--- src/rtl/uart_rx.sv ---
// 8N1 UART receiver with a one-deep valid/ready holding register.
// Flags framing errors (stop bit low) and overruns (byte lost while holding reg is full).
module uart_rx #(
  parameter int CLKS_PER_BIT = 104,
  parameter int SYNC_STAGES  = 2
) (
  input  logic       clk,
  input  logic       reset,
  input  logic       rx,
  output logic [7:0] data,
  output logic       valid,
  input  logic       ready,
  output logic       frame_err,
  output logic       overrun,
  output logic       busy
);

  localparam int CNT_W = $clog2(CLKS_PER_BIT);
  localparam logic [CNT_W-1:0] CNT_HALF = CNT_W'(CLKS_PER_BIT / 2 - 1);
  localparam logic [CNT_W-1:0] CNT_FULL = CNT_W'(CLKS_PER_BIT - 1);

  typedef enum logic [2:0] {
    S_IDLE,
    S_START,
    S_DATA,
    S_STOP,
    S_BREAK
  } state_t;

  state_t                 state;
  logic [CNT_W-1:0]       cnt;
  logic [2:0]             bitn;
  logic [7:0]             shreg;
  logic [SYNC_STAGES-1:0] sync_q;
  logic                   rx_s;

  // Preset to idle-high so reset release never looks like a start edge.
  always_ff @(posedge clk or posedge reset) begin
    if (reset) sync_q <= '1;
    else       sync_q <= {sync_q[SYNC_STAGES-2:0], rx};
  end

  assign rx_s = sync_q[SYNC_STAGES-1];
  assign busy = (state != S_IDLE);

  always_ff @(posedge clk or posedge reset) begin
    if (reset) begin
      state     <= S_IDLE;
      cnt       <= '0;
      bitn      <= '0;
      shreg     <= '0;
      data      <= '0;
      valid     <= 1'b0;
      frame_err <= 1'b0;
      overrun   <= 1'b0;
    end else begin
      frame_err <= 1'b0;
      overrun   <= 1'b0;
      if (valid && ready) valid <= 1'b0;

      case (state)
        S_IDLE: begin
          if (!rx_s) begin
            state <= S_START;
            cnt   <= '0;
          end
        end

        S_START: begin
          if (cnt == CNT_HALF) begin
            cnt   <= '0;
            bitn  <= '0;
            state <= rx_s ? S_IDLE : S_DATA;
          end else begin
            cnt <= cnt + 1'b1;
          end
        end

        S_DATA: begin
          if (cnt == CNT_FULL) begin
            cnt   <= '0;
            shreg <= {rx_s, shreg[7:1]};
            if (bitn == 3'd7) state <= S_STOP;
            else              bitn  <= bitn + 3'd1;
          end else begin
            cnt <= cnt + 1'b1;
          end
        end

        // Sampled at mid-stop so IDLE is back in time for a back-to-back start edge.
        S_STOP: begin
          if (cnt == CNT_FULL) begin
            cnt <= '0;
            if (rx_s) begin
              state <= S_IDLE;
              if (!valid || ready) begin
                data  <= shreg;
                valid <= 1'b1;
              end else begin
                overrun <= 1'b1;
              end
            end else begin
              frame_err <= 1'b1;
              state     <= S_BREAK;
            end
          end else begin
            cnt <= cnt + 1'b1;
          end
        end

        S_BREAK: begin
          if (rx_s) state <= S_IDLE;
        end

        default: state <= S_IDLE;
      endcase
    end
  end

endmodule

--- config.mk ---
export PLATFORM = sky130hd
export DESIGN_NAME = uart_rx
export DESIGN_NICKNAME = d
export VERILOG_FILES = /design/src/rtl/uart_rx.sv
export SDC_FILE = /design/constraint.sdc
export NUM_CORES = 1
export LEC_CHECK = 0
export ABC_AREA = 0
export BUFFER_PORTS_ARGS = -buffer_cell sky130_fd_sc_hd__buf_2
export CORE_MARGIN = 10
export CORE_UTILIZATION = 35
export CTS_CLUSTER_SIZE = 10
export DETAILED_ROUTE_END_ITERATION = 8
export GPL_TIMING_DRIVEN = 0
export MAX_ROUTING_LAYER = met4
export SYNTH_ARGS = -nofsm -noshare
export SYNTH_HDL_FRONTEND = slang
export SYNTH_SLANG_ARGS = --single-unit
--- constraint.sdc ---
create_clock -name clk -period 1.8 [get_ports clk]
set_input_delay 0.18 -clock clk [delete_from_list [all_inputs] [get_ports clk]]
set_output_delay 0.18 -clock clk [all_outputs]
set_load 0.005 [all_outputs]
==> out/results.txt, run 1 <==
#FFs+latches synth = 34
HPWL Detailed = 2.202 mm
Die area = 7528 um^2
Synth Cell Area = 1560 um^2
Critical path's top delay family = simple AND/OR/NAND/NOR gates
Number of distinct library cells after synthesis = 38
Io pins = 16
Seq/Total Area, Yosys = 54.69%
Syn Nets = 143
Most common cell in the synthesized netlist = dfrtp_1
Setup violators final = 0
Top cell type's share of synthesized area = 51.32%
# H-tree levels = 2
Fraction of layout cells with a size suffix above 1 = 35.76%
Worst slew pin tran = 493.8 ps
GRT overflow = 0
Worst Hold Margin = 240.0 ps
Worst r2r path cells = 4
Startpoint types = flip-flop
Final nets = 171
Total number of vias = 1112
Final WL = 3.099 mm
Unrepaired setup endpoints after global routing = true
Gate Count Post-Synth = 136
Rows = 24
CP cell instances = and4bb_2 > and3_4 > nand4_4 > mux2_2
Initial core utilization = 36.08%
Fin crit period = 1711 ps
Core ar. = 4324 um^2
Synth cell count leaders = dfrtp_1 (32), mux2_2 (17), nand2_1 (13), nor2_1 (9), inv_1 (8)
Hold/Removal Path Class = input pin to flip-flop
RD Place Congestion = 0.8629
Worst Hold Depth = 3
Critical Path Stages = 4
Ant diodes = 0
Final WS setup = 89.45 ps
Final hold viol count = 0
Syn Area/Cell = 11.47 um^2
Num Clock Sinks = 34
GR Util All Layers = 9.042%
Slowest cell on the critical path = dfrtp_1
First-pass GRT wire length = 5.319 mm
Util after Layout = 43.58%
Number of buffers added on ports = 15
Max Fanout on Critical Path = 8
Vias in the first global route = 1200
Main area contributors after synthesis = dfrtp_1 (51%), mux2_2 (12%), dfstp_2 (3.4%)
Detail Route Antenna Nets = 0
Slew headroom = 67.08%
Dpl ws = -127.4 ps
Wirelength per Cell = 14.28 um
Number of remaining DRC errors = 0
Status = finished clean
Antenna violations before repair = 0
Clock Pin Slew Worst Setup and Hold Paths = 70 ps
Die X = 86.77 um
Top cell type by total area after synthesis = dfrtp_1
Tot Pwr = 1.488 mW
DR iter-0 viols = 70
CTS Buf Count = 5
TritonRoute pass-1 iters = 4
CTS tree = yes
Fmax = 0.5846 GHz
Lkg Pwr = 0.9266 nW
Largest net degree at the start of global routing = 35
Die height = 86.77 um
PwrDens = 789.8 nW/um^2
Syn. warnings = 0
Max stage delay on crit path = 440 ps
Maximum VDD drop = 0.0007915 V
Worst EP required = 1970 ps
CP Capture Type = flip-flop
Worst skew pair latency = 290 ps
Post-synth EDFFs = 0
Synthesis-to-layout area growth = 20.77%
Async SR Flop Fraction = 100.0%
Critical path arrival = 1880 ps
Max_cap viols = 0
Crit share post-route = 95.03%
Slew Limit Fails = 0
Clk buf depth = 2
CP Buf/Inv Count = 0
Fill count = 431
Clock Skew = 9.422 ps
Vias per std cell = 5.124
Clock root buffer = clkbuf_8
Synth Flop Type = dfrtp_1
Setup Crit Path Kind = flip-flop to flip-flop
area by class of cell:
type / instances / area (um^2) / area share (%)
Buffer: 4 / 20.02 / 1.062
Clock buffer: 5 / 68.82 / 3.652
Clock inverter: 3 / 40.04 / 2.125
Inverter: 8 / 30.03 / 1.594
Multi-Input combinational cell: 90 / 669.4 / 35.52
Sequential cell: 34 / 853.3 / 45.29
Tap cell: 52 / 65.06 / 3.453
Timing Repair Buffer: 21 / 137.6 / 7.304
placed cells by master, fill, tap and decap left out, types with 3 or more instances in the layout:
cell / instances
dfrtp_1: 32
mux2_2: 17
buf_2: 16
nand2_1: 13
nor2_1: 9
inv_1: 7
clkbuf_8: 5
buf_4: 4
a21oi_1: 4
nand3_1: 4
o21ai_0: 4
nand2b_1: 3
o211ai_1: 3
registers in the layout, summed over array words and instances (netlist names):
name	flops
state	3
valid	1
frame_err	1
cnt	7
data	8
shreg	8
overrun	1
sync_q	2
bitn	3
what timing repair did:
item | CTS | global route
hold endpoints to repair | 1 | 7
hold buffers | 1 | 1
buffers inserted | 1 | 2
resized for setup | 2 | 2
setup endpoints to repair | 9 | 11
pin swaps | 1 | 0
report_power, final:
group	leakage (nW)	switching (mW)	internal, mW	total [mW]
Sequential	0.453	0.000598	0.768	0.768
Combinational	0.415	0.0208	0.0109	0.0317
Clock	0.0579	0.281	0.407	0.688
per-stage QoR:
stage | std cells | cell area (um^2) | setup TNS, ps
after floorplan | 136 | 1560 | 0
after global placement | 203 | 1700 | -75.20
after detailed placement | 203 | 1700 | -127.4
after CTS | 213 | 1833 | 0
after global routing | 217 | 1884 | -2.749
final | 217 | 1884 | 0
path summary, 6_finish.rpt:
check / start / to / slack (ps)
hold / removal: ready / overrun$_DFF_PP0_ / 240
hold reg to reg: sync_q[0]$_DFF_PP1_ / sync_q[1]$_DFF_PP1_ / 350
setup / recovery: cnt[4]$_DFFE_PP0P_ / data[4]$_DFFE_PP0P_ / 90
max in group asynchronous: reset / data[0]$_DFFE_PP0P_ / 1010
min in group asynchronous: reset / cnt[0]$_DFFE_PP0P_ / 360
setup reg to reg: cnt[4]$_DFFE_PP0P_ / data[4]$_DFFE_PP0P_ / 90
worst register-to-register path, delay by kind of cell, from the launching register on:
| family | cells | cell delay, ps |
|---|---|---|
| DFF | 1 | 440 |
| muxes | 1 | 360 |
| and+or+nand+nor | 3 | 790 |
layer usage:
metal	track usage [%]	up-vias	part of all wire [%]
li1	-	537	-
met3	2.814	4	3.3
met5	-	-	0
met4	4.124	0	0.87
met2	14.97	23	52
met1	9.683	548	44
cell families after synthesis:
group	Yosys count	share of synthesized area, %
fa+ha+maj	3	2.406
flops	34	54.69
simple gates	45	16.12
buf+inv	12	3.208
mux	19	13.55
compound gates	22	9.464
xor+xnor	1	0.5614
(Power assumes the default switching activity.)
==> run 2, diff against run 1 <==
==> constraint.sdc (replaced) <==
create_clock -name clk -period 1.5 [get_ports clk]
set_input_delay 0.15 -clock clk [delete_from_list [all_inputs] [get_ports clk]]
set_output_delay 0.15 -clock clk [all_outputs]
set_load 0.005 [all_outputs]
==> out/results.txt, run 2 (synthesis gave the netlist of run 1 again) <==
Status = complete, but fails checks
Failing checks = setup timing
Fin crit period = 1683 ps
Cell Area, Placed = 1732 um^2
Num Clock Sinks = 34
Max_cap viols = 0
Maximum VDD drop = 0.0005607 V
Worst setup path start = cnt[4]$_DFFE_PP0P_
Slowest cell on the critical path = dfrtp_1
Fill count = 422
Die area = 7528 um^2
Hold_sp = ready
RD Place Congestion = 0.8359
GR Util All Layers = 9.919%
Placed cell count = 203
Clock Skew = 4.221 ps
# H-tree levels = 2
Clock Pin Slew Worst Setup and Hold Paths = 70 ps
Slew headroom = 73.69%
Critical path arrival = 1850 ps
Wirelength per Cell = 15.06 um
Core ar. = 4324 um^2
Synthesis-to-layout area growth = 30.79%
Clock root buffer = clkbuf_8
CP Buf/Inv Count = 0
TritonRoute pass-1 iters = 4
Initial core utilization = 36.08%
Worst EP required = 1670 ps
Fin area = 2041 um^2
Rows = 24
Lkg Pwr = 1.012 nW
Vias in the first global route = 1235
Commonest cells after routing, fill and taps aside = dfrtp_1 (31), buf_4 (15), buf_2 (15)
Crit share post-route = 112.2%
CTS tree = yes
Critical path's top delay family = simple AND/OR/NAND/NOR gates
Largest net degree at the start of global routing = 35
Largest regs = data x8, shreg x8, cnt x7
Final WS setup = -183.4 ps
Non-filler cells, final = 226
Total number of vias = 1187
Die X = 86.77 um
Die height = 86.77 um
CP cell instances = and4bb_2 > and3_4 > nand4_4 > mux2_4
DR iter-0 viols = 111
Util after Layout = 47.19%
Unrepaired setup endpoints after global routing = true
CP Capture Type = flip-flop
Detail Route Antenna Nets = 0
Number of buffers added on ports = 15
Setup Crit Path Kind = flip-flop to flip-flop
GRT overflow = 0
Worst slew pin tran = 384.7 ps
Vias per std cell = 5.252
Fraction of layout cells with a size suffix above 1 = 44.83%
Startpoint types = flip-flop
RR Startpoint = cnt[4]$_DFFE_PP0P_
PwrDens = 811.6 nW/um^2
Antenna violations before repair = 0
Clk buf depth = 2
CTS Buf Count = 5
Slew Limit Fails = 0
Fmax = 0.5940 GHz
Final hold viol count = 0
Io pins = 16
Final nets = 180
Ant diodes = 0
HPWL Detailed = 2.179 mm
Final WL = 3.404 mm
Hold/Removal Path Class = input pin to flip-flop
Max stage delay on crit path = 430 ps
Worst skew pair latency = 280 ps
Setup violators final = 24
Total Neg Setup Slack = -2548 ps
First-pass GRT wire length = 5.885 mm
Most common cell after layout, fill and taps aside = dfrtp_1
Max Fanout on Critical Path = 8
Number of remaining DRC errors = 0
[run 2: cell count changes in the layout (fill, tap and decap cells not counted), moves of 2 or more]
| cell | previous run | this run |
|---|---|---|
| buf_4 | 4 | 15 |
| mux2_2 | 17 | 8 |
| mux2_4 | 0 | 9 |
| a21oi_1 | 4 | 2 |
| a21oi_2 | 1 | 3 |
| ha_1 | 2 | 0 |
| nor2_1 | 9 | 7 |
[run 2: worst paths after layout]
path / to / slack, ps / depth (start not counted)
setup / recovery: data[3]$_DFFE_PP0P_ / -180 / 4
hold / removal: overrun$_DFF_PP0_ / 220 / 3
setup reg to reg: data[3]$_DFFE_PP0P_ / -180 / 4
hold reg to reg: sync_q[1]$_DFF_PP1_ / 360 / 0
max in group asynchronous: state[2]$_DFFE_PP0P_ / 740 / 4
min in group asynchronous: bitn[2]$_DFFE_PP0P_ / 340 / 3
[run 2: per-stage QoR]
| step | hold WS, ps | power, mW | setup slack (ps) |
|---|---|---|---|
| after detailed placement | 258.0 | 0.9678 | -203.1 |
| after floorplan | 154.5 | 0.9574 | -42.59 |
| after global routing | 219.7 | 1.718 | -243.8 |
| after global placement | 257.7 | 0.9671 | -188.6 |
| final | 217.8 | 1.656 | -183.4 |
| after CTS | 211.4 | 1.660 | -167.1 |
[run 2: power by group]
part           switching [mW]  internal, mW
combinational          0.0204        0.0125
sequential            0.00473         0.922
clock                   0.327         0.370
total                   0.352          1.30
[run 2: final cells by class]
cell class,instances,area [um^2],area share [%]
flip-flops and latches,34,854.6,41.88
clock inverters,1,5.005,0.2452
multi-input cells,90,760.7,37.28
repair buffers,33,231.5,11.34
clock buffers,7,86.33,4.231
plain buffers,1,7.507,0.3679
well taps,52,65.06,3.188
inverters,8,30.03,1.471
[run 2: repair_timing]
| item | 4_1_cts | 5_1_grt |
|---|---|---|
| hold buffers | 1 | 1 |
| pin swaps | 5 | 5 |
| setup endpoints to repair | 28 | 29 |
| setup buffers | 12 | 3 |
| gates resized for setup | 10 | 11 |
| endpoints found under the hold margin | 1 | 5 |
[run 2: worst register-to-register path, cell delays in order, from the launching register on]
cell	delay (ps)
dfrtp_1	430
and4bb_2	370
and3_4	220
nand4_4	190
mux2_4	350
[run 2: per-layer routing]
metal  vias up  global-route usage [%]  routed length (um)
li1        552                       -                   -
met1       592                   11.75                1475
met2        34                   15.30                1716
met3         9                   2.533                 146
met4         0                   4.860                  65
met5         -                       -                   0
